## config.mk

```make
export PLATFORM = sky130hd
export DESIGN_NAME = fu_branch_predict_pcgen
export DESIGN_NICKNAME = d
export VERILOG_FILES = /design/src/rtl/pqr5_core_pkg.sv /design/src/rtl/fu_static_predictor.sv /design/src/rtl/fu_branch_predict_pcgen.sv
export SDC_FILE = /design/constraint.sdc
export NUM_CORES = 1
export LEC_CHECK = 0
export BUFFER_PORTS_ARGS = -buffer_cell sky130_fd_sc_hd__buf_4
export CORE_ASPECT_RATIO = 0.9
export CORE_MARGIN = 2
export CORE_UTILIZATION = 39
export DETAILED_ROUTE_END_ITERATION = 6
export HOLD_SLACK_MARGIN = 0.02
export PLACE_DENSITY_LB_ADDON = 0.15
export SLEW_MARGIN = 20
export SYNTH_ARGS = -nofsm -noshare
export SYNTH_HDL_FRONTEND = slang
export SYNTH_SLANG_ARGS = --single-unit
```

## constraint.sdc

```tcl
create_clock -name clk -period 5.5 [get_ports clk]
set_input_delay 1.375 -clock clk [delete_from_list [all_inputs] [get_ports clk]]
set_output_delay 1.375 -clock clk [all_outputs]
set_load 0.01 [all_outputs]
```

## src/rtl/pqr5_core_pkg.sv

```systemverilog
// Shared PQR5 core definitions: opcodes, canonical NOP, fetch-FSM states
// and RV32 immediate extraction helpers used by the static predictor.
package pqr5_core_pkg;

  localparam logic [6:0]  OP_JAL    = 7'b1101111;
  localparam logic [6:0]  OP_BRANCH = 7'b1100011;
  localparam logic [6:0]  OP_JALR   = 7'b1100111;

  // addi x0, x0, 0
  localparam logic [31:0] INSTR_NOP = 32'h0000_0013;

  typedef enum logic {
    S_BOOT = 1'b0,
    S_RUN  = 1'b1
  } fu_pcgen_state_t;

  // B-type immediate, 13 bits including the implicit zero LSB
  function automatic logic [12:0] imm_b(input logic [31:0] instr);
    return {instr[31], instr[7], instr[30:25], instr[11:8], 1'b0};
  endfunction

  // J-type immediate, 21 bits including the implicit zero LSB
  function automatic logic [20:0] imm_j(input logic [31:0] instr);
    return {instr[31], instr[19:12], instr[20], instr[30:21], 1'b0};
  endfunction

endpackage

```

## src/rtl/fu_static_predictor.sv

```systemverilog
// Static branch predictor: JAL and backward conditional branches are
// predicted taken; everything else (forward branches, JALR) falls through.
module fu_static_predictor
  import pqr5_core_pkg::*;
#(
  parameter int XLEN = 32
) (
  input  logic [XLEN-1:0] pc,
  input  logic [31:0]     instr,
  output logic            pred_taken,
  output logic [XLEN-1:0] pred_target
);

  logic [12:0]     ib;
  logic [20:0]     ij;
  logic [XLEN-1:0] ib_x;
  logic [XLEN-1:0] ij_x;
  logic [XLEN-1:0] tgt_b;
  logic [XLEN-1:0] tgt_j;
  logic            is_jal;
  logic            is_bwd_br;

  assign ib   = imm_b(instr);
  assign ij   = imm_j(instr);
  assign ib_x = {{(XLEN-13){ib[12]}}, ib};
  assign ij_x = {{(XLEN-21){ij[20]}}, ij};

  // separate adders so the select is off the add critical path
  assign tgt_b = pc + ib_x;
  assign tgt_j = pc + ij_x;

  assign is_jal    = (instr[6:0] == OP_JAL);
  assign is_bwd_br = (instr[6:0] == OP_BRANCH) && instr[31];

  assign pred_taken  = is_jal | is_bwd_br;
  assign pred_target = is_jal ? tgt_j : tgt_b;

endmodule

```

## src/rtl/fu_branch_predict_pcgen.sv

```systemverilog
// Fetch-side PC generator: issues imem fetches, statically predicts each
// returned instruction, and presents pc/instr/bubble/taken to decode.
// Execution-unit flushes override everything, including stall.
module fu_branch_predict_pcgen
  import pqr5_core_pkg::*;
#(
  parameter int              XLEN    = 32,
  parameter logic [XLEN-1:0] PC_INIT = '0
) (
  input  logic            clk,
  input  logic            srst,
  output logic            o_imem_req,
  output logic [XLEN-1:0] o_imem_pc,
  input  logic [31:0]     i_imem_instr,
  input  logic            i_stall,
  input  logic            i_flush,
  input  logic [XLEN-1:0] i_flush_pc,
  output logic [XLEN-1:0] o_pc,
  output logic [31:0]     o_instr,
  output logic            o_bubble,
  output logic            o_branch_taken
);

  localparam logic [XLEN-1:0] PC_STEP  = XLEN'(4);
  localparam logic [XLEN-1:0] LOW2_MSK = XLEN'(3);

  fu_pcgen_state_t state;

  logic [XLEN-1:0] fetch_pc_rg;
  logic [XLEN-1:0] req_pc_rg;
  logic            inflight_rg;
  logic            drop_rg;

  logic            skid_vld_rg;
  logic [XLEN-1:0] skid_pc_rg;
  logic [31:0]     skid_instr_rg;
  logic            skid_taken_rg;

  logic            req_issue;
  logic            rsp_vld;
  logic            rsp_acc;
  logic            pred_taken;
  logic [XLEN-1:0] pred_target;
  logic [XLEN-1:0] flush_pc_al;

  // Fetch only when nothing is parked in the skid buffer, so a buffered
  // instruction can never be overtaken by a newer response.
  assign req_issue = (state == S_RUN) && !skid_vld_rg && !i_stall && !i_flush && !srst;
  assign o_imem_req = req_issue;
  assign o_imem_pc  = fetch_pc_rg;

  // A response exists only the cycle after an issued request; a pending
  // drop marks it as the wrong-path sequential fetch.
  assign rsp_vld = inflight_rg && !drop_rg;
  assign rsp_acc = rsp_vld && !i_flush;

  assign flush_pc_al = i_flush_pc & ~LOW2_MSK;

  fu_static_predictor #(.XLEN(XLEN)) u_pred (
    .pc          (req_pc_rg),
    .instr       (i_imem_instr),
    .pred_taken  (pred_taken),
    .pred_target (pred_target)
  );

  // Fetch side: FSM, fetch PC selection (flush > prediction > sequential)
  // and in-flight/drop tracking.
  always_ff @(posedge clk) begin
    if (srst) begin
      state       <= S_BOOT;
      fetch_pc_rg <= PC_INIT;
      req_pc_rg   <= PC_INIT;
      inflight_rg <= 1'b0;
      drop_rg     <= 1'b0;
    end else begin
      state       <= S_RUN;
      inflight_rg <= req_issue;
      // drop only ever covers the response arriving next cycle
      drop_rg     <= 1'b0;
      if (req_issue)
        req_pc_rg <= fetch_pc_rg;
      if (i_flush) begin
        fetch_pc_rg <= flush_pc_al;
        drop_rg     <= inflight_rg;
      end else if (rsp_acc && pred_taken) begin
        fetch_pc_rg <= pred_target;
        drop_rg     <= req_issue;
      end else if (req_issue) begin
        fetch_pc_rg <= fetch_pc_rg + PC_STEP;
      end
    end
  end

  // Decode side: output registers and the one-entry skid buffer that
  // absorbs the single response that can land during a stall.
  always_ff @(posedge clk) begin
    if (srst) begin
      o_pc           <= PC_INIT;
      o_instr        <= INSTR_NOP;
      o_bubble       <= 1'b1;
      o_branch_taken <= 1'b0;
      skid_vld_rg    <= 1'b0;
      skid_pc_rg     <= PC_INIT;
      skid_instr_rg  <= INSTR_NOP;
      skid_taken_rg  <= 1'b0;
    end else if (i_flush) begin
      o_bubble       <= 1'b1;
      o_branch_taken <= 1'b0;
      skid_vld_rg    <= 1'b0;
    end else if (i_stall) begin
      if (rsp_vld) begin
        skid_vld_rg   <= 1'b1;
        skid_pc_rg    <= req_pc_rg;
        skid_instr_rg <= i_imem_instr;
        skid_taken_rg <= pred_taken;
      end
    end else if (skid_vld_rg) begin
      o_pc           <= skid_pc_rg;
      o_instr        <= skid_instr_rg;
      o_bubble       <= 1'b0;
      o_branch_taken <= skid_taken_rg;
      skid_vld_rg    <= 1'b0;
    end else if (rsp_vld) begin
      o_pc           <= req_pc_rg;
      o_instr        <= i_imem_instr;
      o_bubble       <= 1'b0;
      o_branch_taken <= pred_taken;
    end else begin
      o_bubble       <= 1'b1;
      o_branch_taken <= 1'b0;
    end
  end

endmodule

```

==> impl_metrics.ini, run 1 <==
[drt]
dr_wl_met3_mm = 1.611
avgViaCountPerCell = 5.362
wl_met2_mm = 12.09
top_layer = met4
wl_met1_mm = 16.02
vias = 9190
first_pass_iters = 5
avgRoutedWirePerCell_um = 17.52
wirelength_mm = 30.03
ant_nets = 0
drt_iter0_drc = 720
drc_errors = 0

[floorplanning]
rows = 55
coreArea_um2 = 25320
io_pins = 167
die_w_um = 174.0
fp.dieH_um = 157.0
start_util_pct = 40.04
die-area_um2 = 27310

[power_and_ir_drop]
intPower_mw = 2.301
power_density_nw_per_um2 = 258.5
switching_share_pct = 27.10
vdd_drop_max_uv = 181.6
p_clk_share_pct = 42.1
power_frac_seq_pct = 47.6
switchingPower_uw = 855.2
power_leakage_nw = 4.619
total_power_mw = 3.156
power_frac_comb_pct = 10.3

[timing]
maxSlewViolCount = 0
fin_ws_ns = 1.015
rsz0062_at_grt = no
finalSetupViolations = 0
finalClockSkew_ns = 0.01816
worstMarginPinSlew_ns = 1.046
fmaxAchievable_mhz = 223.0
fin_setup_tns_ns = 0
maxSlewHeadroom_pct = 30.30
fin_crit_ns = 4.485
fin_crit_sh_pct = 81.54
holdWs_ns = 0.4544
finalHoldViolCount = 0

[cells_and_area]
antenna_cells = 0
final_layout_size_suffix_gt1_share_pct = 18.37
fin_cells = 1714
fin_nets = 1462
syn2layout_area_growth_pct = 20.38

[yosys]
avgSynthCellArea_um2 = 8.138
synth.largest_area_cell = dfxtp_1
synthArstFlopShare_pct = 0
synth_top_area_share_pct = 39.29
syn_inst = 1246
synth_area_um2 = 10140
ys.flop_type = dfxtp_1
synth.distinct_cells = 69
synth_seq_cells = 199
yosys_warnings = 0
ys_seq_area_share_pct = 39.29
synth.most_common_cell = nand2_1
syn_nets = 1349
synth_area_leaders = dfxtp_1, nand2_1, mux2i_1, a21oi_1, a211oi_1
synth-edff-count = 0
yosys-top-cells-count = nand2_1, dfxtp_1, nor2_1

[worst_setup_path]
worstPathArrival_ns = 4.83
critPathMaxFanout = 14
critPathLaunchType = input port
cpMaxStageDelayCell = mux2_2
crit_chain = buf_4 > nand3b_1 > nor3_1 > buf_4 > mux2_2 > ha_1 > a21oi_1 > nor2_1 > o211ai_1 > and4_1 > o21ai_2 > a31oi_1 > xor2_1 > a21oi_1 > a211o_1
setup.worst_path.class = in -> reg
required_ns = 5.84
crit_buf_inv = 2
cp_top_family = compound AO/OA/AOI/OAI gates
endpoint_kind = flip-flop
slowest_delay_ns = 0.40

[clock_network]
cts.sinks = 199
cts_resized = 0
cts_hold_repair.buffers = 0
path_clk_slew_ns = 0.08
post_cts_buffers = 0
clk_latency_ns = 0.44
clk_path_buf_depth = 2
cts-root-buf = clkbuf_16
cts_tree = done
htree_levels = 4
cts_buffers = 17

[place]
dpl.hpwl_mm = 21.19
pre_cts_ws_ns = 0.5929
dp_cells = 1682
io_buffers = 164
gp_congestion = 0.9253

[grt]
antenna_found_initial = 0
grt_max_degree = 97
grtUsageTotal_pct = 21.86
grt_overflow = 0
grt_pass1_vias = 8230
grt_pass1_wl_mm = 46.89

[status]
status = finished clean

[worst_hold_path]
min_path_type = reg -> reg

[run]
drv_cap = 0
==> metrics by stage <==
stage                     util (%)  area [µm²]
after floorplan                  -       10140
after global placement       45.72       11580
after detailed placement     45.72       11580
after CTS                    48.20       12210
after global routing         48.20       12210
final                        48.20       12210
==> kinds of logic (layout without fill, tap and decap cells) <==
kind of cell / Yosys count / after routing / synth area share, %
simple gates: 461 / 461 / 19.89
compound gates: 335 / 335 / 21.32
flops: 199 / 199 / 39.29
buf+inv: 100 / 226 / 4.072
mux: 75 / 75 / 7.490
xor+xnor: 41 / 41 / 3.541
fa+ha+maj: 35 / 35 / 4.393
==> power by group through the flow <==
stage	clock network [mW]	registers [mW]	logic [mW]
floorplan	0	1.53	0.178
global route	1.42	1.51	0.354
detailed placement	0	1.54	0.321
CTS	1.36	1.50	0.323
global placement	0	1.54	0.319
finish	1.33	1.50	0.325
==> worst reg2reg max path, stage by stage (launching register included) <==
cell and delay [ns]:
dfxtp_1 0.41, ha_1 0.33, a21oi_1 0.22, o21a_1 0.18
a2bb2oi_1 0.27, and4_1 0.29, o21ai_2 0.12, a31oi_1 0.24
xor2_1 0.27, a21oi_1 0.11, a211o_1 0.29
==> final timing paths <==
| check | startpoint | endpoint | slack (ns) | depth (start not counted) |
|---|---|---|---|---|
| worst min-delay path | skid_pc_rg[10] | skid_pc_rg[10] | 0.45 | 2 |
| worst min register to register | skid_pc_rg[10] | skid_pc_rg[10] | 0.45 | 2 |
| worst max-delay path | i_imem_instr[4] | o_imem_pc[30] | 1.02 | 15 |
| worst max register to register | req_pc_rg[9] | o_imem_pc[30] | 2.67 | 10 |
==> layout by cell type (no fill, tap or decap), types with 4 or more instances in the layout <==
| cell | synthesis | routed |
|---|---|---|
| nor3_1 | 17 | 16 |
| o21a_1 | 7 | 7 |
| a21o_1 | 19 | 19 |
| and2_1 | 4 | 4 |
| and4_1 | 8 | 8 |
| mux2_2 | 7 | 7 |
| nor2b_1 | 5 | 5 |
| a21oi_1 | 115 | 115 |
| inv_1 | 11 | 11 |
| a211oi_1 | 70 | 70 |
| clkbuf_16 | 0 | 17 |
| mux2i_1 | 68 | 68 |
| nand3_1 | 32 | 31 |
| inv_8 | 0 | 4 |
| xor2_1 | 17 | 17 |
| nand2_1 | 235 | 235 |
| nor2_1 | 117 | 117 |
| ha_1 | 34 | 34 |
| nand2b_1 | 5 | 5 |
| nor3_2 | 7 | 8 |
| o211ai_1 | 6 | 6 |
| and3_1 | 10 | 9 |
| a211oi_2 | 4 | 4 |
| buf_4 | 3 | 181 |
| a221oi_1 | 7 | 7 |
| xnor2_1 | 24 | 24 |
| o21ai_0 | 50 | 50 |
| dfxtp_1 | 199 | 198 |
| nand4_1 | 6 | 6 |
| o21ai_1 | 8 | 8 |
| a31oi_1 | 8 | 8 |
| o22ai_1 | 4 | 4 |
==> final cells by class <==
cell class,count,area [µm²]
multi-input cells,947,5754
flip-flops and latches,199,3988
fillers,2583,13120
clock inverters,15,203.9
clock buffers,17,425.4
well taps,342,427.9
inverters,13,48.80
repair buffers,181,1359
==> flip-flops by register name (all words and copies together), names as in the netlist, 30 cells and up, named ones only <==
name           count
skid_instr_rg     32
o_pc              32
o_instr           32
o_imem_pc         30
req_pc_rg         32
skid_pc_rg        32
==> routing by layer <==
metal	track usage, %	vias to the layer above
li1	-	4645
met1	34.45	4233
met2	30.22	286
met3	3.961	26
met4	5.042	0
met5	0	-
Power figures use the tool's default switching activity.
==> run 2, diff against run 1 <==
- ABC_AREA: unset -> 1
- clock period: 5.5 -> 4 ns (I/O delays scaled with it)
==> impl_metrics.ini, run 2 <==
[power_and_ir_drop]
power_frac_seq_pct = 46.7
switchingPower_mw = 1.289
intPower_mw = 3.205
power_density_nw_per_um2 = 346.3
switching_share_pct = 28.68
vdd_drop_max_uv = 287.2
power_leakage_nw = 6.063
power_frac_comb_pct = 12.3
p_clk_share_pct = 41.1
total_power_mw = 4.493

[clock_network]
cts-root-buf = clkbuf_16
cts_buffers = 17
path_clk_slew_ns = 0.08
cts.sinks = 199
cts_tree = done
post_cts_buffers = 0
cts_hold_repair.buffers = 0
htree_levels = 4
cts_resized = 0
clk_latency_ns = 0.45
clk_path_buf_depth = 2

[worst_setup_path]
crit_chain = buf_4 > inv_1 > nor3_1 > nand2_1 > buf_4 > o21ai_0 > ha_1 > a21oi_1 > nand2_1 > nand2_1 > nand2_1 > nand2_1 > nand2_1 > a21oi_1 > xor2_1 > nand2_1 > a21oi_1
critPathLaunchType = input port
cp_top_family = simple AND/OR/NAND/NOR gates
endpoint_kind = flip-flop
required_ns = 4.37
crit_buf_inv = 3
worstPathArrival_ns = 3.84
critPathMaxFanout = 11
cpMaxStageDelayCell = ha_1
setup.worst_path.class = in -> reg
crit_top_cell = nand2_1
slowest_delay_ns = 0.34

[run]
drv_cap = 0

[yosys]
synthArstFlopShare_pct = 0
yosys-top-cells-count = nand2_1, a21oi_1, o21ai_0
synth-edff-count = 0
syn_inst = 1627
synth.most_common_cell = nand2_1
synth.largest_area_cell = dfxtp_1
avgSynthCellArea_um2 = 6.678
syn_nets = 1730
synth_seq_cells = 199
ys.flop_type = dfxtp_1
synth_area_um2 = 10870
synth_area_leaders = dfxtp_1, a21oi_1, nand2_1, o21ai_0, inv_1
ys_seq_area_share_pct = 36.67
synth_top_area_share_pct = 36.67
synth.distinct_cells = 41
yosys_warnings = 0

[timing]
worstMarginPinSlew_ns = 0.8019
fin_setup_tns_ns = 0
fin_crit_sh_pct = 86.78
fmaxAchievable_mhz = 288.1
maxSlewHeadroom_pct = 46.54
maxSlewViolCount = 0
fin_crit_ns = 3.471
finalSetupViolations = 0
finalHoldViolCount = 0
rsz0062_at_grt = no
finalClockSkew_ns = 0.01362
fin_ws_ns = 0.5286

[grt]
antenna_found_initial = 0
grt_pass1_wl_mm = 54.29
grt_max_degree = 123
grtUsageTotal_pct = 23.40
grt_overflow = 0
grt_pass1_vias = 9745

[worst_hold_path]
min_path_type = reg -> reg

[place]
pre_cts_ws_ns = 0.1014
dpl.hpwl_mm = 25.46
io_buffers = 164
gp_congestion = 0.9157

[cells_and_area]
layout_common_cells = nand2_1, a21oi_1, o21ai_0
final_common_cell = nand2_1
n_fill_cell = 2843
syn2layout_area_growth_pct = 19.40
fin_nets = 1849
utilization_pct = 47.75
antenna_cells = 0
final_layout_size_suffix_gt1_share_pct = 14.33

[floorplanning]
start_util_pct = 39.99
rows = 57
die-area_um2 = 29210
io_pins = 167
die_w_um = 179.9
fp.dieH_um = 162.4
coreArea_um2 = 27170

[drt]
first_pass_iters = 5
avgRoutedWirePerCell_um = 16.52
ant_nets = 0
avgViaCountPerCell = 5.175
drc_errors = 0
vias = 10930
drt_iter0_drc = 797
wirelength_mm = 34.90

[status]
status = finished clean
[run 2: cell count changes after synthesis, sizes merged, moves of 9 or more]
cell    delta
a211oi    -74
a21o      -19
a21oi    +163
and3      -10
inv      +187
mux2i     -68
nand2     +63
nand3     +37
nand4      +9
nor2      +23
o21ai    +159
xnor2     -17
[run 2: final timing paths]
kind                                 startpoint       endpoint  slack (ns)  cells past startpoint
worst max-delay path            i_imem_instr[2]  o_imem_pc[22]        0.53                     17
worst min-delay path                inflight_rg        drop_rg        0.46                      2
worst max register to register     req_pc_rg[1]  o_imem_pc[25]        1.75                     11
worst min register to register      inflight_rg        drop_rg        0.46                      2
[run 2: logic make-up (layout without fill, tap and decap cells)]
logic type / after synthesis / count (layout) / share of synthesized area, %
adder cells (fa/ha/maj): 35 / 35 / 4.100
buffers and inverters: 284 / 416 / 10.48
AND/OR/NAND/NOR: 558 / 558 / 21.97
AO/OA/AOI/OAI: 524 / 524 / 24.61
flip-flops: 199 / 199 / 36.67
XOR/XNOR: 27 / 27 / 2.176
[run 2: worst register-to-register path, stage by stage (launching register included)]
cell and delay [ns]:
dfxtp_1 0.32, ha_1 0.23, fa_1 0.39, nand3_1 0.10, nand3_1 0.15, nand2_1 0.10
nand2_1 0.13, nand3_1 0.13, nand3_1 0.16, or2_2 0.31, nand3_1 0.07, a21oi_1 0.06
[run 2: per-layer routing]
| metal | track usage, % | vias up | routed length, µm |
|---|---|---|---|
| li1 | - | 5613 | - |
| met1 | 32.85 | 4994 | 16670 |
| met2 | 37.86 | 295 | 15820 |
| met3 | 4.025 | 32 | 1957 |
| met4 | 4.915 | 0 | 456 |
| met5 | 0 | - | 0 |
[run 2: metrics by stage]
stage	cell area, µm²	std cells	hold slack [ns]
after floorplan	10870	1627	0.4363
after global placement	12350	2081	0.4486
after detailed placement	12350	2081	0.4459
after CTS	12970	2113	0.4560
after global routing	12970	2113	0.4993
final	12970	2113	0.4562
[run 2: final cells by class]
type	count	area, µm²	share of cell area [%]
Timing Repair Buffer	184	1406	10.84
Tap cell	354	442.9	3.414
Clock inverter	15	201.4	1.553
Multi-Input combinational cell	1144	5757	44.37
Inverter	200	753.2	5.806
Clock buffer	17	425.4	3.279
Sequential cell	199	3988	30.74
[run 2: power groups by stage]
stage / registers, mW / clock network [mW] / logic [mW]
finish: 2.10 / 1.84 / 0.552
CTS: 2.10 / 1.89 / 0.552
floorplan: 2.13 / 0 / 0.319
global placement: 2.14 / 0 / 0.545
detailed placement: 2.14 / 0 / 0.549
global route: 2.10 / 1.96 / 0.617
==> run 3, diff against run 2 <==
- CTS_BUF_LIST: unset -> sky130_fd_sc_hd__clkbuf_16
- SYNTH_HIERARCHICAL: unset -> 1
==> impl_metrics.ini, run 3 <==
[grt]
grt_pass1_vias = 10130
antenna_found_initial = 0
grt_pass1_wl_mm = 55.88
grt_overflow = 0
grtUsageTotal_pct = 23.76
grt_max_degree = 75

[clock_network]
post_cts_buffers = 0
cts_tree = done
cts_buffers = 17
cts-root-buf = clkbuf_16
cts_resized = 0
cts_hold_repair.buffers = 0
clk_path_buf_depth = 2
clk_latency_ns = 0.45
cts.sinks = 199
htree_levels = 4
path_clk_slew_ns = 0.08

[place]
io_buffers = 164
gp_congestion = 0.8944
dp_cells = 2142
dpl.hpwl_mm = 26.71

[yosys]
synth.most_common_cell = nand2_1
synth.distinct_cells = 47
avgSynthCellArea_um2 = 6.660
synth-edff-count = 0
synth_area_leaders = dfxtp_1, nand2_1, o21ai_0, inv_1, nor2_1
synth_seq_cells = 199
syn_inst = 1683
yosys_warnings = 6
yosys-top-cells-count = nand2_1, dfxtp_1, o21ai_0
ys_seq_area_share_pct = 35.54
synth.largest_area_cell = dfxtp_1
ys.flop_type = dfxtp_1
synth_top_area_share_pct = 35.54
synthArstFlopShare_pct = 0
syn_nets = 1786
synth_area_um2 = 11210

[worst_setup_path]
crit_chain = buf_4 > nand2_1 > nor2_1 > nand4_2 > buf_4 > o21ai_0 > inv_1 > ha_1 > nand2_1 > inv_1 > nand2_1 > nor3_1 > nand2_1 > nand2_1 > xor2_1 > o22ai_1 > o21bai_1 > a21oi_1
rr_worst_depth = 14
cp_top_family = simple AND/OR/NAND/NOR gates
rr_startpoint = req_pc_rg[1]
critPathMaxFanout = 9
crit_path_start = i_imem_instr[6]
rr_endpoint = o_imem_pc[17]
crit_top_cell = nand2_1
crit_buf_inv = 4
cp.depth = 18
setup.worst_path.class = in -> reg
reg2reg_slack_ns = 1.59
slowest_delay_ns = 0.36
critPathLaunchType = input port
cpMaxStageDelayCell = ha_1
endpoint_kind = flip-flop
worstPathArrival_ns = 3.96
required_ns = 4.36

[drt]
first_pass_iters = 5
drt_iter0_drc = 1086
vias = 11220
wirelength_mm = 35.83
ant_nets = 0
avgViaCountPerCell = 5.160
drc_errors = 0
avgRoutedWirePerCell_um = 16.48

[timing]
fin_crit_sh_pct = 90.14
fin_crit_ns = 3.605
finalSetupViolations = 0
maxSlewViolCount = 0
maxSlewHeadroom_pct = 38.67
fmaxAchievable_mhz = 277.4
finalClockSkew_ns = 0.02132
worstMarginPinSlew_ns = 0.9199
fin_setup_tns_ns = 0
finalHoldViolCount = 0
rsz0062_at_grt = no

[cells_and_area]
fin_cells = 2174
syn2layout_area_growth_pct = 17.77
final_layout_size_suffix_gt1_share_pct = 16.37
multi_input_area_um2 = 6098
n_fill_cell = 2878
seq_area_um2 = 3985
antenna_cells = 0
fin_nets = 1904
layout_common_cells = nand2_1, dfxtp_1, o21ai_0
final_common_cell = nand2_1

[floorplanning]
io_pins = 167
coreArea_um2 = 28080
start_util_pct = 39.91
die_w_um = 182.7
rows = 58
die-area_um2 = 30120
fp.dieH_um = 164.8

[status]
status = finished clean

[power_and_ir_drop]
vdd_drop_max_uv = 282.9
power_density_nw_per_um2 = 331.8
power_leakage_nw = 6.240

[worst_hold_path]
min_path_type = reg -> reg
min_path_cells = 2

[run]
drv_cap = 0
run 3: changes by cell type after synthesis, sizes merged, moves of 5 or more:
cell	previous run	this run
nor2	144	188
a22o	0	5
or2	7	0
buf	26	45
a21oi	280	94
nor3	18	10
nand2	300	482
inv	199	183
clkbuf	58	37
a31oi	9	73
o21ai	219	196
run 3: how the worst max path moves through the flow:
stage,to,slack (ns)
after floorplan,o_imem_pc[17],0.71
after global placement,o_imem_pc[17],0.13
after detailed placement,o_imem_pc[16],0.08
after CTS,o_imem_pc[16],0.49
after global routing,o_imem_pc[16],0.22
final,o_imem_pc[16],0.39
run 3: report_power, final:
group	internal [mW]	switching, mW
combinational	0.210	0.349
sequential	2.03	0.0610
clock	0.836	0.897
run 3: cells by family (layout without fill, tap and decap cells):
| kind of cell | after synthesis | count (layout) | synth area share (%) |
|---|---|---|---|
| AOI/OAI and AO/OA | 391 | 391 | 19.42 |
| xor gates and xnor gates | 22 | 22 | 1.719 |
| adders and majority gates | 35 | 35 | 3.974 |
| buffers and inverters | 266 | 397 | 10.16 |
| DFF | 199 | 199 | 35.54 |
| muxes | 4 | 4 | 0.4018 |
| and+or+nand+nor | 766 | 766 | 28.79 |
run 3: worst register-to-register path, cell delays in order, from the launching register on:
cell     delay, ns
dfxtp_1       0.41
ha_1          0.25
inv_1         0.07
fa_1          0.40
inv_1         0.11
nand3_1       0.08
nand3_1       0.15
nand2_1       0.10
a21oi_1       0.20
nor2_1        0.06
nand2_1       0.05
nand2_1       0.09
a22o_1        0.20
nor2_1        0.09
a21oi_1       0.07
run 3: cell type report:
class	count	area share, %
Tap cell	360	3.412
Multi-Input combinational cell	1218	46.19
Clock inverter	15	1.194
Inverter	184	5.308
Clock buffer	17	3.222
Timing Repair Buffer	181	10.48
Sequential cell	199	30.19
run 3: routing by layer:
metal  GRT usage [%]  part of all wire (%)  up-vias
met1           37.11                    52     5150
met5               0                     0        -
met4           4.069                  0.83        0
met2           34.58                    41      331
met3           3.308                   6.1       19
li1                -                     -     5717
run 3: metrics by stage:
stage	power, mW	hold slack [ns]	setup slack [ns]	utilization, %	cell area [µm²]
2_1_floorplan	2.444	0.4296	0.7133	-	11210
3_3_place_gp	2.684	0.4384	0.1263	44.93	12620
3_5_place_dp	2.686	0.4493	0.07648	44.93	12620
4_1_cts	4.406	0.4679	0.4871	47.01	13200
5_1_grt	4.554	0.4841	0.2230	47.01	13200
6_report	4.381	0.4679	0.3946	47.01	13200
